## config.mk

```make
export PLATFORM = sky130hd
export DESIGN_NAME = uart_pkt_decoder
export DESIGN_NICKNAME = d
export VERILOG_FILES = /design/src/rtl/uart_pkt_decoder_pkg.sv /design/src/rtl/uart_pkt_buf.sv /design/src/rtl/uart_pkt_decoder.sv
export SDC_FILE = /design/constraint.sdc
export NUM_CORES = 1
export LEC_CHECK = 0
export ABC_AREA = 1
export BUFFER_PORTS_ARGS = -buffer_cell sky130_fd_sc_hd__buf_2
export CAP_MARGIN = 20
export CORE_ASPECT_RATIO = 2
export CORE_MARGIN = 2
export CORE_UTILIZATION = 30
export DETAILED_ROUTE_END_ITERATION = 6
export SLEW_MARGIN = 10
export SYNTH_ARGS = -nofsm -noshare
export SYNTH_HDL_FRONTEND = slang
export SYNTH_SLANG_ARGS = --single-unit
```

## constraint.sdc

```tcl
create_clock -name clk -period 3.1 [get_ports clk]
set_input_delay 0 -clock clk [delete_from_list [all_inputs] [get_ports clk]]
set_output_delay 0 -clock clk [all_outputs]
set_load 0.01 [all_outputs]
```

## src/rtl/uart_pkt_decoder_pkg.sv

```systemverilog
// rtl/uart_pkt_decoder_pkg.sv - shared types and constants for the UART packet decoder
package uart_pkt_decoder_pkg;

  typedef enum logic [2:0] {
    ST_IDLE    = 3'd0,
    ST_LEN     = 3'd1,
    ST_PAYLOAD = 3'd2,
    ST_CSUM    = 3'd3,
    ST_DRAIN   = 3'd4
  } state_e;

  localparam logic [7:0] DEFAULT_SOF = 8'hA5;

  // A length byte is unusable if it is zero or larger than the payload buffer.
  function automatic logic len_bad(input logic [7:0] len_byte, input int max_len);
    return (len_byte == 8'd0) || (int'(len_byte) > max_len);
  endfunction

endpackage

```

## src/rtl/uart_pkt_buf.sv

```systemverilog
// rtl/uart_pkt_buf.sv - payload register file, one write port and one async read port
module uart_pkt_buf #(
  parameter int DEPTH = 16,
  parameter int AW    = 5
) (
  input  logic          clk,
  input  logic          wr_en,
  input  logic [AW-1:0] wr_idx,
  input  logic [7:0]    wr_data,
  input  logic [AW-1:0] rd_idx,
  output logic [7:0]    rd_data
);

  // Contents are never reset; the FSM only reads entries it wrote for the current packet.
  logic [7:0] mem_q [DEPTH];

  // Write the addressed entry on a write strobe.
  always_ff @(posedge clk) begin
    for (int i = 0; i < DEPTH; i++) begin
      if (wr_en && (wr_idx == AW'(i))) begin
        mem_q[i] <= wr_data;
      end
    end
  end

  // Async read; indices past the buffer return zero.
  always_comb begin
    rd_data = '0;
    for (int i = 0; i < DEPTH; i++) begin
      if (rd_idx == AW'(i)) begin
        rd_data = mem_q[i];
      end
    end
  end

endmodule

```

## src/rtl/uart_pkt_decoder.sv

```systemverilog
// rtl/uart_pkt_decoder.sv - frames UART bytes into checksummed packets and streams the payload
module uart_pkt_decoder
  import uart_pkt_decoder_pkg::*;
#(
  parameter logic [7:0] SOF     = DEFAULT_SOF,
  parameter int         MAX_LEN = 16,
  parameter int         TIMEOUT = 4096
) (
  input  logic       clk,
  input  logic       rst_n,
  input  logic [7:0] in_data,
  input  logic       in_valid,
  output logic [7:0] out_data,
  output logic       out_valid,
  input  logic       out_ready,
  output logic       out_last,
  output logic       pkt_ok,
  output logic       err_csum,
  output logic       err_len,
  output logic       err_tmo,
  output logic       err_ovr
);

  localparam int LW = $clog2(MAX_LEN + 1);
  localparam int TW = $clog2(TIMEOUT + 1);
  localparam logic [LW-1:0] ONE_L    = LW'(1);
  localparam logic [TW-1:0] ONE_T    = TW'(1);
  localparam logic [TW-1:0] TMO_LAST = TW'(TIMEOUT - 1);

  state_e        state_q, state_d;
  logic [LW-1:0] len_q, len_d;
  logic [LW-1:0] idx_q, idx_d;
  logic [LW-1:0] rd_q, rd_d;
  logic [7:0]    csum_q, csum_d;
  logic [TW-1:0] tmo_q, tmo_d;
  logic [7:0]    out_data_q, out_data_d;
  logic          out_valid_q, out_valid_d;
  logic          out_last_q, out_last_d;
  logic          pkt_ok_q, pkt_ok_d;
  logic          err_csum_q, err_csum_d;
  logic          err_len_q, err_len_d;
  logic          err_tmo_q, err_tmo_d;
  logic          err_ovr_q, err_ovr_d;

  logic          wr_en;
  logic [LW-1:0] rd_idx;
  logic [7:0]    rd_data;
  logic          in_frame;

  // While checking the checksum the read port presents entry 0; while draining it
  // looks one entry ahead so the next byte is ready to register on a handshake.
  assign rd_idx   = (state_q == ST_DRAIN) ? (rd_q + ONE_L) : '0;
  assign in_frame = (state_q == ST_LEN) || (state_q == ST_PAYLOAD) || (state_q == ST_CSUM);

  uart_pkt_buf #(
    .DEPTH (MAX_LEN),
    .AW    (LW)
  ) u_buf (
    .clk     (clk),
    .wr_en   (wr_en),
    .wr_idx  (idx_q),
    .wr_data (in_data),
    .rd_idx  (rd_idx),
    .rd_data (rd_data)
  );

  // Next-state, counter and registered-output computation.
  always_comb begin
    state_d     = state_q;
    len_d       = len_q;
    idx_d       = idx_q;
    rd_d        = rd_q;
    csum_d      = csum_q;
    tmo_d       = '0;
    out_data_d  = out_data_q;
    out_valid_d = out_valid_q;
    out_last_d  = out_last_q;
    pkt_ok_d    = 1'b0;
    err_csum_d  = 1'b0;
    err_len_d   = 1'b0;
    err_tmo_d   = 1'b0;
    err_ovr_d   = 1'b0;
    wr_en       = 1'b0;

    unique case (state_q)
      ST_IDLE: begin
        if (in_valid && (in_data == SOF)) begin
          state_d = ST_LEN;
        end
      end
      ST_LEN: begin
        if (in_valid) begin
          if (len_bad(in_data, MAX_LEN)) begin
            err_len_d = 1'b1;
            state_d   = ST_IDLE;
          end else begin
            len_d   = in_data[LW-1:0];
            csum_d  = in_data;
            idx_d   = '0;
            state_d = ST_PAYLOAD;
          end
        end
      end
      ST_PAYLOAD: begin
        if (in_valid) begin
          wr_en  = 1'b1;
          csum_d = csum_q ^ in_data;
          idx_d  = idx_q + ONE_L;
          if (idx_q == (len_q - ONE_L)) begin
            state_d = ST_CSUM;
          end
        end
      end
      ST_CSUM: begin
        if (in_valid) begin
          if (in_data == csum_q) begin
            state_d     = ST_DRAIN;
            pkt_ok_d    = 1'b1;
            rd_d        = '0;
            out_valid_d = 1'b1;
            out_data_d  = rd_data;
            out_last_d  = (len_q == ONE_L);
          end else begin
            err_csum_d = 1'b1;
            state_d    = ST_IDLE;
          end
        end
      end
      ST_DRAIN: begin
        err_ovr_d = in_valid;
        if (out_valid_q && out_ready) begin
          if (out_last_q) begin
            state_d     = ST_IDLE;
            rd_d        = '0;
            out_valid_d = 1'b0;
            out_last_d  = 1'b0;
            out_data_d  = '0;
          end else begin
            rd_d       = rd_q + ONE_L;
            out_data_d = rd_data;
            out_last_d = ((rd_q + ONE_L) == (len_q - ONE_L));
          end
        end
      end
      default: begin
        state_d = ST_IDLE;
      end
    endcase

    // Inter-byte watchdog: only runs between bytes of a frame.
    if (in_frame && !in_valid) begin
      tmo_d = tmo_q + ONE_T;
      if (tmo_q == TMO_LAST) begin
        err_tmo_d = 1'b1;
        tmo_d     = '0;
        state_d   = ST_IDLE;
      end
    end
  end

  // State and output registers with synchronous active-low reset.
  always_ff @(posedge clk) begin
    if (!rst_n) begin
      state_q     <= ST_IDLE;
      len_q       <= '0;
      idx_q       <= '0;
      rd_q        <= '0;
      csum_q      <= '0;
      tmo_q       <= '0;
      out_data_q  <= '0;
      out_valid_q <= 1'b0;
      out_last_q  <= 1'b0;
      pkt_ok_q    <= 1'b0;
      err_csum_q  <= 1'b0;
      err_len_q   <= 1'b0;
      err_tmo_q   <= 1'b0;
      err_ovr_q   <= 1'b0;
    end else begin
      state_q     <= state_d;
      len_q       <= len_d;
      idx_q       <= idx_d;
      rd_q        <= rd_d;
      csum_q      <= csum_d;
      tmo_q       <= tmo_d;
      out_data_q  <= out_data_d;
      out_valid_q <= out_valid_d;
      out_last_q  <= out_last_d;
      pkt_ok_q    <= pkt_ok_d;
      err_csum_q  <= err_csum_d;
      err_len_q   <= err_len_d;
      err_tmo_q   <= err_tmo_d;
      err_ovr_q   <= err_ovr_d;
    end
  end

  assign out_data  = out_data_q;
  assign out_valid = out_valid_q;
  assign out_last  = out_last_q;
  assign pkt_ok    = pkt_ok_q;
  assign err_csum  = err_csum_q;
  assign err_len   = err_len_q;
  assign err_tmo   = err_tmo_q;
  assign err_ovr   = err_ovr_q;

endmodule
```

* Word-level counts from Yosys, hierarchy flattened
Memories as Yosys holds them, arrays and structs flattened.
Index checks and enable logic that the tools add are counted.
** Storage, ports and cells
- Memories kept :: 1
- Input port bits :: 12
- Output and inout bits :: 15
- Memory bits (writable) :: 128
- Bits in registers :: 54
** Cells by class
- Multiplexer cells :: 140
- Bitwise gates (word level) :: 4
- Add/sub/neg operators :: 4
- $lt $le $gt $ge :: 1
- Equal/unequal tests :: 47
- Reductions and logical operators :: 53
** Memories
- u_buf.mem_q :: depth 16, bits a word 8, read ports 16, clocked after Yosys merged registers in 0, wr ports 1, line uart_pkt_buf.sv:15 : logic [7:0] mem_q [DEPTH];
** Operator list (number)
- 2-to-1 mux 8 bit :: 38
- OR reduction 8 bit :: 15
- == test 5 x 4 -> 1 bit (second input constant) :: 16
- 2-to-1 mux 1 bit :: 61
- 2-to-1 mux 4 bit :: 15
- == test 5 x 3 -> 1 bit (second input constant) :: 8
- 2-to-1 mux 5 bit :: 8
- case mux 8 bit (2 select lines) :: 2
- 2-to-1 mux 3 bit :: 10
- == test 5 x 2 -> 1 bit (second input constant) :: 4
- case mux 5 bit (2 select lines) :: 2
- logical AND 1 bit :: 19
- == test 5 x 1 -> 1 bit (second input constant) :: 3
- case mux 3 bit (5 select lines) :: 1
- adder 13 x 1 -> 13 bit (second input constant) :: 1
- == test 13 x 12 -> 1 bit (second input constant) :: 1
- adder 5 x 1 -> 5 bit (second input constant) :: 2
- == test 5 bit :: 2
- logical NOT 5 bit :: 2
- != test 2 bit (second input constant) :: 5
- AND reduction 3 bit :: 3
- == test 8 bit :: 1
- == test 8 bit (second input constant) :: 1
- greater-than comparator 8 x 5 -> 1 bit (second input constant) :: 1
- 18 further kinds :: 28

* Longest topological paths before layout
Gate-level depths: netlist (run 1).
- Depth after elaboration :: 22
- Mapped depth :: 20
- Mapped depth without buffers :: 19

* Hierarchy
Synthesis (run 1) repeated with hierarchy kept, for this count alone.
** Unflattened totals
- Cells, all modules :: 873
- Area total of the unflattened synthesis :: 8157.8 µm²
** Modules (own cells, without submodules)
- uart_pkt_buf :: sequential area each 3843.7 µm², area an instance 5307.6 µm², instances 1, cells an instance 456
- uart_pkt_decoder :: sequential area each 1081.0 µm², area an instance 2850.2 µm², instances 1, cells an instance 417

* Least setup slack after synthesis (run 1)
Ideal clock, no wire load.
- Path type :: flip-flop to flip-flop
- Start :: register rd_q[0]
- End :: register out_data_q[5], in the netlist out_data[5]
- Stages on the path, launching flop included :: 20
- Setup time :: 0.132 ns
- Path buffers :: 0
- Data required time :: 2.968 ns
- Data arrival time :: 2.008 ns
- Path slack :: 0.959 ns
- Path through :: dfxtp_1 -> ha_1 -> nand3_1 -> nand2_1 -> nand2_2 -> inv_2 -> nand2_2 -> inv_2 -> nand2_1 -> or2_1 -> nand2_1 -> nand4_1 -> nand2_1 -> nand3_1 -> nor2_1 -> nand3_1 -> nand2_1 -> nand3_1 -> nand2_1 -> a21oi_1
** Between the ends
- Longest elaborated chain between the ends :: 22
- Elaborated cells on any way between the ends :: 39
- Classes of those cells :: add/sub: 1; eq/ne: 15; mux: 22; reduce/logical: 1
** Ends and longest elaborated chain
- start: declaration :: line uart_pkt_decoder.sv:33 : logic [LW-1:0] rd_q, rd_d;
- start signal: assignment :: line uart_pkt_decoder.sv:182 : rd_q <= rd_d;
- adder 5 x 1 -> 5 bit (*) :: line uart_pkt_decoder.sv:52 : assign rd_idx = (state_q == ST_DRAIN) ? (rd_q + ONE_L) : '0;
- 2-to-1 mux 5 bit (*) :: line uart_pkt_decoder.sv:52
- logical NOT 5 bit :: line uart_pkt_buf.sv:30 : if (rd_idx == AW'(i)) begin
- 2-to-1 mux 8 bit (15 in a row) :: line uart_pkt_buf.sv:30
- 2-to-1 mux 8 bit (*) :: line uart_pkt_buf.sv:30
- 2-to-1 mux 8 bit, on equally long branches :: line uart_pkt_decoder.sv:132, uart_pkt_decoder.sv:116
- 2-to-1 mux 8 bit, on equally long branches :: line uart_pkt_decoder.sv:131, uart_pkt_decoder.sv:115
- case mux 8 bit (2 select lines) (*) :: line uart_pkt_decoder.sv:85 : unique case (state_q)
- end signal: assignment :: line uart_pkt_decoder.sv:185 : out_data_q <= out_data_d;
- end: declaration :: line uart_pkt_decoder.sv:36 : logic [7:0] out_data_q, out_data_d;
Every way passes the cells marked *; elsewhere a longest branch is shown, timed or not. The select of a mux whose other input is x is not followed.
A chain may end at the register's enable or synchronous reset.

* Final worst setup path (run 1)
- Start :: register rd_q[0]
- End :: register out_data_q[7], in the netlist out_data[7]
Same word-level chain as after synthesis.

==> results of run 1 <==
-- logic make-up (layout without fill, tap and decap cells) --
group	Yosys count	count (layout)	share of synthesized area
AO/OA/AOI/OAI	82	82	0.0572
XOR/XNOR	24	24	0.0275
buffers and inverters	111	193	0.0531
adder cells (fa/ha/maj)	9	9	0.0142
AND/OR/NAND/NOR	396	396	0.226
flip-flops	182	182	0.622
other	0	1	0
-- cell type report --
class                      instances  area, sq um
inverter                         101          379
sequential                       182         4920
multi-input combinational        511         2570
tap                              344          430
timing repair buffer              60          400
clock buffer                      17          425
fill                            2619        16900
antenna                            1         2.50
clock inverter                    15          154
-- layer usage --
metal	global-route usage	vias up
li1	-	2837
met4	0.0960	0
met5	0	-
met1	0.126	2737
met2	0.326	111
met3	0.0280	57
-- sequential cells by signal, indices dropped and copies added (netlist names) --
name         flops
out_last         1
state_q          3
err_csum         1
err_ovr          1
u_buf.mem_q    128
out_data         8
len_q            5
out_valid        1
idx_q            5
err_len          1
rd_q             5
err_tmo          1
csum_q           8
tmo_q           13
pkt_ok           1
-- synthesized netlist by cell type, drive strengths merged --
cell type	instances
and3	1
clkbuf	7
buf	3
nor4	8
nor3b	3
a22oi	3
nand2	194
nand3	44
a21oi	42
dfxtp	54
xor2	20
edfxtp	128
ha	9
nor2	94
nor3	14
a211oi	4
xnor2	4
o21bai	2
nand4	26
a31oi	4
a2111oi	1
o21ai	25
or2	9
o22ai	1
clkinv	1
nand3b	3
inv	100
-- worst max-delay path, stage by stage (launching register included) --
cell,delay [ps]
dfxtp_1,450
ha_1,280
nand3_1,100
nand2_1,90
nand2_2,100
inv_2,100
nand2_2,70
inv_2,180
nand2_1,160
or2_0,230
nand2_1,100
nand4_1,140
nand2_1,110
nand2_1,60
nand2_1,70
nand4_1,90
nand2_1,70
nand3_1,70
nand2_1,70
a21oi_1,50
-- final timing paths --
| kind | end | cells past startpoint | startpoint |
|---|---|---|---|
| worst max register to register | out_data[7] | 19 | rd_q[0] |
| worst min register to register | tmo_q[0] | 1 | tmo_q[0] |
| worst min-delay path | len_q[2] | 3 | in_data[2] |
| worst max-delay path | out_data[7] | 19 | rd_q[0] |
-- power breakdown --
group	internal, mW	leakage, nW	switching, mW
Clock	1.14	0.287	0.999
Sequential	2.59	1.58	0.0000492
Combinational	0.0200	1.66	0.0712
-- per-stage QoR --
| stage | cell area (sq um) | util |
|---|---|---|
| 2_1_floorplan | 7920 | - |
| 3_3_place_gp | 8650 | 0.331 |
| 3_5_place_dp | 8650 | 0.331 |
| 4_1_cts | 9290 | 0.355 |
| 5_1_grt | 9290 | 0.355 |
| 6_report | 9290 | 0.355 |
==> metrics.csv, run 1 <==
metric,value,unit
Vias/cell,4.66,
syn_nets,825,
max_cap viols,0,
CTS Buf Count,17,
Place WS,293,ps
H-tree levels,4,
clock-pin slew on the worst setup and hold paths,70,ps
Routed WL,20600,um
worst vdd ir,0.558,mV
vias in the first global route,5767,
initial antenna violation count,1,
FMAX,363,MHz
Post-DP HPWL,15600,um
Worst Tran Pin Value,886,ps
status,completed,
Yosys top cell area share,0.485,
wl on met1,6630,um
Mapped Area,0.00792,sq mm
Post-CTS Resized,0,
Setup-failing EPs final,0,
CTS tree,done,
DR DRC count,0,
critical path type,flip-flop to flip-flop,
relative slew slack,0.409,
TNS Setup,0,ps
number of port buffers,26,
DRT Pass-1 Iters,5,
Pwr Density,519,mW/mm^2
fin worst setup slack,344,ps
Core ar.,0.0262,sq mm
clock root cell,clkbuf_16,
routed length per instance,16.7,um
Die ar.,0.0278,sq mm
WL met2,12400,um
Leakage Power,3.53,nW
GP Congestion,0.874,
Worst setup SP type,flip-flop,
Avg Inst Size Synth,9.85,sq um
R2R Setup Slk,340,ps
pin count of the biggest net entering global routing,25,
"commonest non-fill, non-tap cell in the layout",nand2_1,
RSZ-0062 raised after global routing,no,
"Seq/Total Area, Yosys",0.622,
Mapped Cells,804,
post-route insts no fill,1231,
Via Count,5742,
Post-CTS Hold Buffers,6,
layout cell share with drive strength beyond 1,0.138,
cell accounting for the most synthesized area,edfxtp_1,
minimum clock period,2760,ps
Yosys Warn Count,0,
"Area growth, synth to finish",17.3,%
CP max FO,10,
Nets,894,
initial core utilization,0.303,
clock skew,7.44,ps
"Distinct cells, synth",39,
Top Ports,27,
fin crit share,0.889,
dpl cells,1192,
CP Capture Type,flip-flop,
Antenna Nets Post-Route,0,
Sink Count,182,
Hold Fails Final Rpt,0,
Initial DRC Count,242,
cells taking the most area after synthesis,"edfxtp_1 49%, dfxtp_1 14%, nand2_1 8.9%",
Total Power,4.82,mW
die height,234,um
GR Util All Layers,0.155,
clock latency on the worst-skew pair,450,ps
Overflow after GRT,0,
WHS,8.07,ps
Slew Limit Fails,0,
# rows,84,
DR WL met3,496,um
WP data required,3400,ps
Yosys reg bits,182,
die width,119,um
total setup buffers inserted after CTS,0,
Arrival @ worst endpoint,3050,ps
Tightest Hold Check Type,primary input to flip-flop,
DR top layer,met4,
CTS Buffer Depth,2,
first-pass GRT wire length,31500,um
most frequent cells in the layout,"187 x nand2_1, 128 x edfxtp_1, 89 x inv_1",
Note: power is estimated with default switching activity, not from simulation.
==> run 2, diff against run 1 <==
BUFFER_PORTS_ARGS = -buffer_cell sky130_fd_sc_hd__clkbuf_2   (was -buffer_cell sky130_fd_sc_hd__buf_2)
CELL_PAD_IN_SITES_DETAIL_PLACEMENT = 0   (was default)
CELL_PAD_IN_SITES_GLOBAL_PLACEMENT = 1   (was default)
PLACE_DENSITY_LB_ADDON = 0.1   (was default)
==> metrics.csv, run 2 (synthesis results as in run 1) <==
metric,value,unit
r2r startpoint,rd_q[1],
post-route insts no fill,1243,
CP max FO,11,
layout cell share with drive strength beyond 1,0.149,
Hold Path Origin,in_data[7],
# rows,84,
number of port buffers,26,
clock-pin slew on the worst setup and hold paths,70,ps
Hold Fails Final Rpt,0,
CTS tree,done,
Biggest register,u_buf.mem_q,
antenna cells,0,
FF/Latch Area,0.00492,sq mm
routed length per instance,18.8,um
Core ar.,0.0262,sq mm
vias in the first global route,6057,
die width,119,um
post-route cell area,0.00944,sq mm
final core occ,0.361,
largest registers,"u_buf.mem_q: 128 flops, tmo_q: 13 flops",
Worst Tran Pin Value,1000,ps
crit path from,rd_q[1],
Die ar.,0.0278,sq mm
Nets,907,
Arrival @ worst endpoint,3110,ps
area occupied by multi-input gates,0.00257,sq mm
pin count of the biggest net entering global routing,25,
WP data required,3390,ps
CTS Buf Count,17,
Pwr Density,524,mW/mm^2
Worst Hold Depth,1,
post-placement cell area,0.00875,sq mm
fin worst setup slack,282,ps
clock latency on the worst-skew pair,450,ps
critical path type,flip-flop to flip-flop,
Via Count,5784,
GP Congestion,0.852,
Routed WL,23300,um
FF-to-FF End,out_data[5],
CTS Buffer Depth,2,
clock skew,14.5,ps
"commonest non-fill, non-tap cell in the layout",nand2_1,
status,completed,
Vias/cell,4.65,
Top Ports,27,
worst vdd ir,0.282,mV
dpl cells,1204,
Worst setup SP type,flip-flop,
most frequent cells in the layout,"187 x nand2_1, 128 x edfxtp_1, 89 x inv_1",
R2R Setup Slk,280,ps
clock root cell,clkbuf_16,
Post-DP HPWL,17600,um
max_cap viols,0,
GR Util All Layers,0.176,
R2R cell count,17,
Setup-failing EPs final,0,
relative slew slack,0.331,
FMAX,355,MHz
Place WS,236,ps
Slew Limit Fails,0,
DRT Pass-1 Iters,4,
fillers,2643,
first-pass GRT wire length,35500,um
minimum clock period,2820,ps
TNS Setup,0,ps
worst hold endpoint,u_buf.mem_q[0][31],
Overflow after GRT,0,
DR DRC count,0,
initial antenna violation count,0,
fin crit share,0.909,
die height,234,um
H-tree levels,4,
Largest register FFs,128,
Antenna Nets Post-Route,0,
initial core utilization,0.303,
Tightest Hold Check Type,primary input to flip-flop,
Initial DRC Count,276,
CP Capture Type,flip-flop,
Leakage Power,3.61,nW
RSZ-0062 raised after global routing,no,
Sink Count,182,
"Area growth, synth to finish",19.2,%
## run 2: cell types whose count changed in the layout (fill, tap and decap cells not counted), moves of 2 or more
cell,previous run,this run
buf_4,28,39
buf_2,26,0
clkbuf_2,0,26
inv_8,4,0
clkinv_8,0,2
clkbuf_16,17,19
## run 2: layer usage
metal | up-vias | track usage | part of all wire
li1 | 2860 | - | -
met1 | 2810 | 0.166 | 0.36
met2 | 84 | 0.358 | 0.58
met3 | 30 | 0.0333 | 0.024
met4 | 0 | 0.0763 | 0.032
met5 | - | 0 | 0
## run 2: layout make-up
| cell class | instances | share of cell area |
|---|---|---|
| Inverter | 101 | 0.0401 |
| Clock buffer | 20 | 0.0518 |
| Timing Repair Buffer | 73 | 0.0543 |
| Sequential cell | 182 | 0.522 |
| Multi-Input combinational cell | 511 | 0.273 |
| Tap cell | 344 | 0.0456 |
| Clock inverter | 12 | 0.0139 |
## run 2: report_power, final
group,internal [mW],switching (mW)
combinational,0.0234,0.0754
clock,1.25,1.00
sequential,2.59,0.0000539
## run 2: through the flow
step	hold WS (ps)	power (mW)
2_1_floorplan	98.9	2.67
3_3_place_gp	342	2.74
3_5_place_dp	336	2.74
4_1_cts	23.4	5.01
5_1_grt	35.5	5.11
6_report	43.6	4.94
## run 2: worst max path at each step
stage / end / slack [ps]
after global routing: out_data[5] / 0.5
after floorplan: out_data[5] / 960
final: out_data[5] / 280
after detailed placement: out_data[5] / 240
after global placement: out_data[5] / 240
after CTS: out_data[5] / 230
## run 2: worst max-delay path, stage by stage (launching register included)
cell and delay (ps):
dfxtp_1 370, ha_1 240, nand3_1 100, nand2_1 90, nand2_2 110, inv_2 100, nand2_2 80, inv_2 210
nand2_1 360, or2_2 400, nand2_1 80, nand3_1 70, nor2_1 90, nand3_1 90, nand2_1 70, nand3_1 60
nand2_1 80, a21oi_1 60
## run 2: timing repair
action	4_1_cts	5_1_grt
endpoints found under the hold margin	11	0
hold buffers	7	0
resized for setup	0	0
buffers inserted	0	0
==> run 3, diff against run 2 <==
PLACE_DENSITY = 0.64   (was default)
PLACE_DENSITY_LB_ADDON = default   (was 0.1)
==> metrics.csv, run 3 (synthesis results as in run 1) <==
metric,value,unit
status,completed,
Largest register FFs,128,
minimum clock period,2770,ps
final core occ,0.355,
critical path type,flip-flop to flip-flop,
Routed WL,21500,um
clock latency on the worst-skew pair,440,ps
Slew Limit Fails,0,
Tightest Hold Check Type,primary input to flip-flop,
RSZ-0062 raised after global routing,no,
DR DRC count,0,
Die ar.,0.0278,sq mm
Arrival @ worst endpoint,3050,ps
WP data required,3380,ps
Vias/cell,4.60,
routed length per instance,17.5,um
Biggest register,u_buf.mem_q,
Antenna Nets Post-Route,0,
Core ar.,0.0262,sq mm
GR Util All Layers,0.161,
CP max-delay cell,or2_2,
WP buf/inv,2,
clock skew,7.71,ps
fillers,2661,
clock-pin slew on the worst setup and hold paths,70,ps
Top Ports,27,
relative slew slack,0.339,
layout cell share with drive strength beyond 1,0.140,
kind of cell adding the most delay to the critical path,simple AND/OR/NAND/NOR gates,
pin count of the biggest net entering global routing,25,
CTS tree,done,
post-route insts no fill,1231,
initial antenna violation count,0,
H-tree levels,4,
"Area growth, synth to finish",17.2,%
number of port buffers,26,
die height,234,um
area occupied by multi-input gates,0.00257,sq mm
first-pass GRT wire length,32900,um
Via Count,5667,
Nets,895,
Post-CTS Resized,0,
CP cell instances,"ha_1, nand3_1, nand2_1, nand2_2, inv_2, nand2_2, inv_2, nand2_1, or2_2, nand2_1, nand3_1, nor2_1, nand3_1, nand2_1, nand3_1, nand2_1, a21oi_1",
CTS Buffer Depth,2,
dpl cells,1196,
CP max FO,11,
Post-DP HPWL,16400,um
Pwr Density,514,mW/mm^2
total setup buffers inserted after CTS,0,
Place WS,274,ps
fin worst setup slack,329,ps
FF/Latch Area,0.00492,sq mm
CP dominant cell by count,nand2_1,
vias in the first global route,5849,
CP max stage delay,390,ps
largest registers,"u_buf.mem_q: 128 flops, tmo_q: 13 flops",
Sink Count,182,
FMAX,361,MHz
# rows,84,
max_cap viols,0,
die width,119,um
fin crit share,0.894,
antenna cells,0,
Setup-failing EPs final,0,
CTS Buf Count,17,
Overflow after GRT,0,
Worst setup SP type,flip-flop,
Hold Fails Final Rpt,0,
CP Capture Type,flip-flop,
worst vdd ir,0.406,mV
TNS Setup,0,ps
Worst Tran Pin Value,991,ps
most frequent cells in the layout,"187 x nand2_1, 128 x edfxtp_1, 89 x inv_1",
GP Congestion,0.801,
WHS,14.4,ps
"commonest non-fill, non-tap cell in the layout",nand2_1,
clock root cell,clkbuf_16,
DRT Pass-1 Iters,5,
Leakage Power,3.53,nW
Initial DRC Count,278,
initial core utilization,0.303,
-- run 3: changes by cell type in the layout (fill, tap and decap cells not counted), sizes merged --
| cell | before | now |
|---|---|---|
| inv | 106 | 104 |
| clkinv | 6 | 5 |
| clkbuf | 46 | 48 |
| buf | 40 | 32 |
| dlygate4sd3 | 7 | 3 |
| clkinvlp | 0 | 1 |
-- run 3: where the power goes --
part | total (mW) | switching, mW | leakage [nW] | internal (mW)
registers | 2.60 | 0.0000502 | 1.58 | 2.60
logic | 0.0923 | 0.0742 | 1.66 | 0.0181
clock network | 2.09 | 0.910 | 0.282 | 1.18
total | 4.77 | 0.985 | 3.53 | 3.79
-- run 3: worst min-delay path: cells and delay by family --
kind / cells / cell delay, ps
buffers and inverters: 1 / 240
and+or+nand+nor: 2 / 160
-- run 3: routing by layer --
metal | wire length [um] | GRT usage
met5 | 0 | 0
met4 | 480 | 0.0625
met3 | 415 | 0.0277
met2 | 13400 | 0.350
met1 | 7220 | 0.139
-- run 3: path summary, 6_finish.rpt --
check | startpoint | end | slack, ps | cells after the start
max reg2reg | rd_q[1] | out_data[5] | 330 | 17
max | rd_q[1] | out_data[5] | 330 | 17
min | rst_n | csum_q[3] | 10 | 3
min reg2reg | tmo_q[0] | tmo_q[0] | 450 | 1
-- run 3: repair_timing --
action,4_1_cts,5_1_grt
endpoints found under the setup margin,0,0
hold endpoints to repair,7,0
hold buffers,3,0
-- run 3: area by class of cell --
class	instances	area share
multi-input combinational	511	0.278
clock inverter	10	0.0102
tap	344	0.0464
timing repair buffer	61	0.0431
clock buffer	22	0.0511
sequential	182	0.531
inverter	101	0.0409
-- run 3: through the flow --
step / area (sq um) / power, mW
floorplan: 7920 / 2.67
global placement: 8680 / 2.74
detailed placement: 8680 / 2.74
CTS: 9280 / 4.83
global route: 9280 / 4.91
finish: 9280 / 4.77
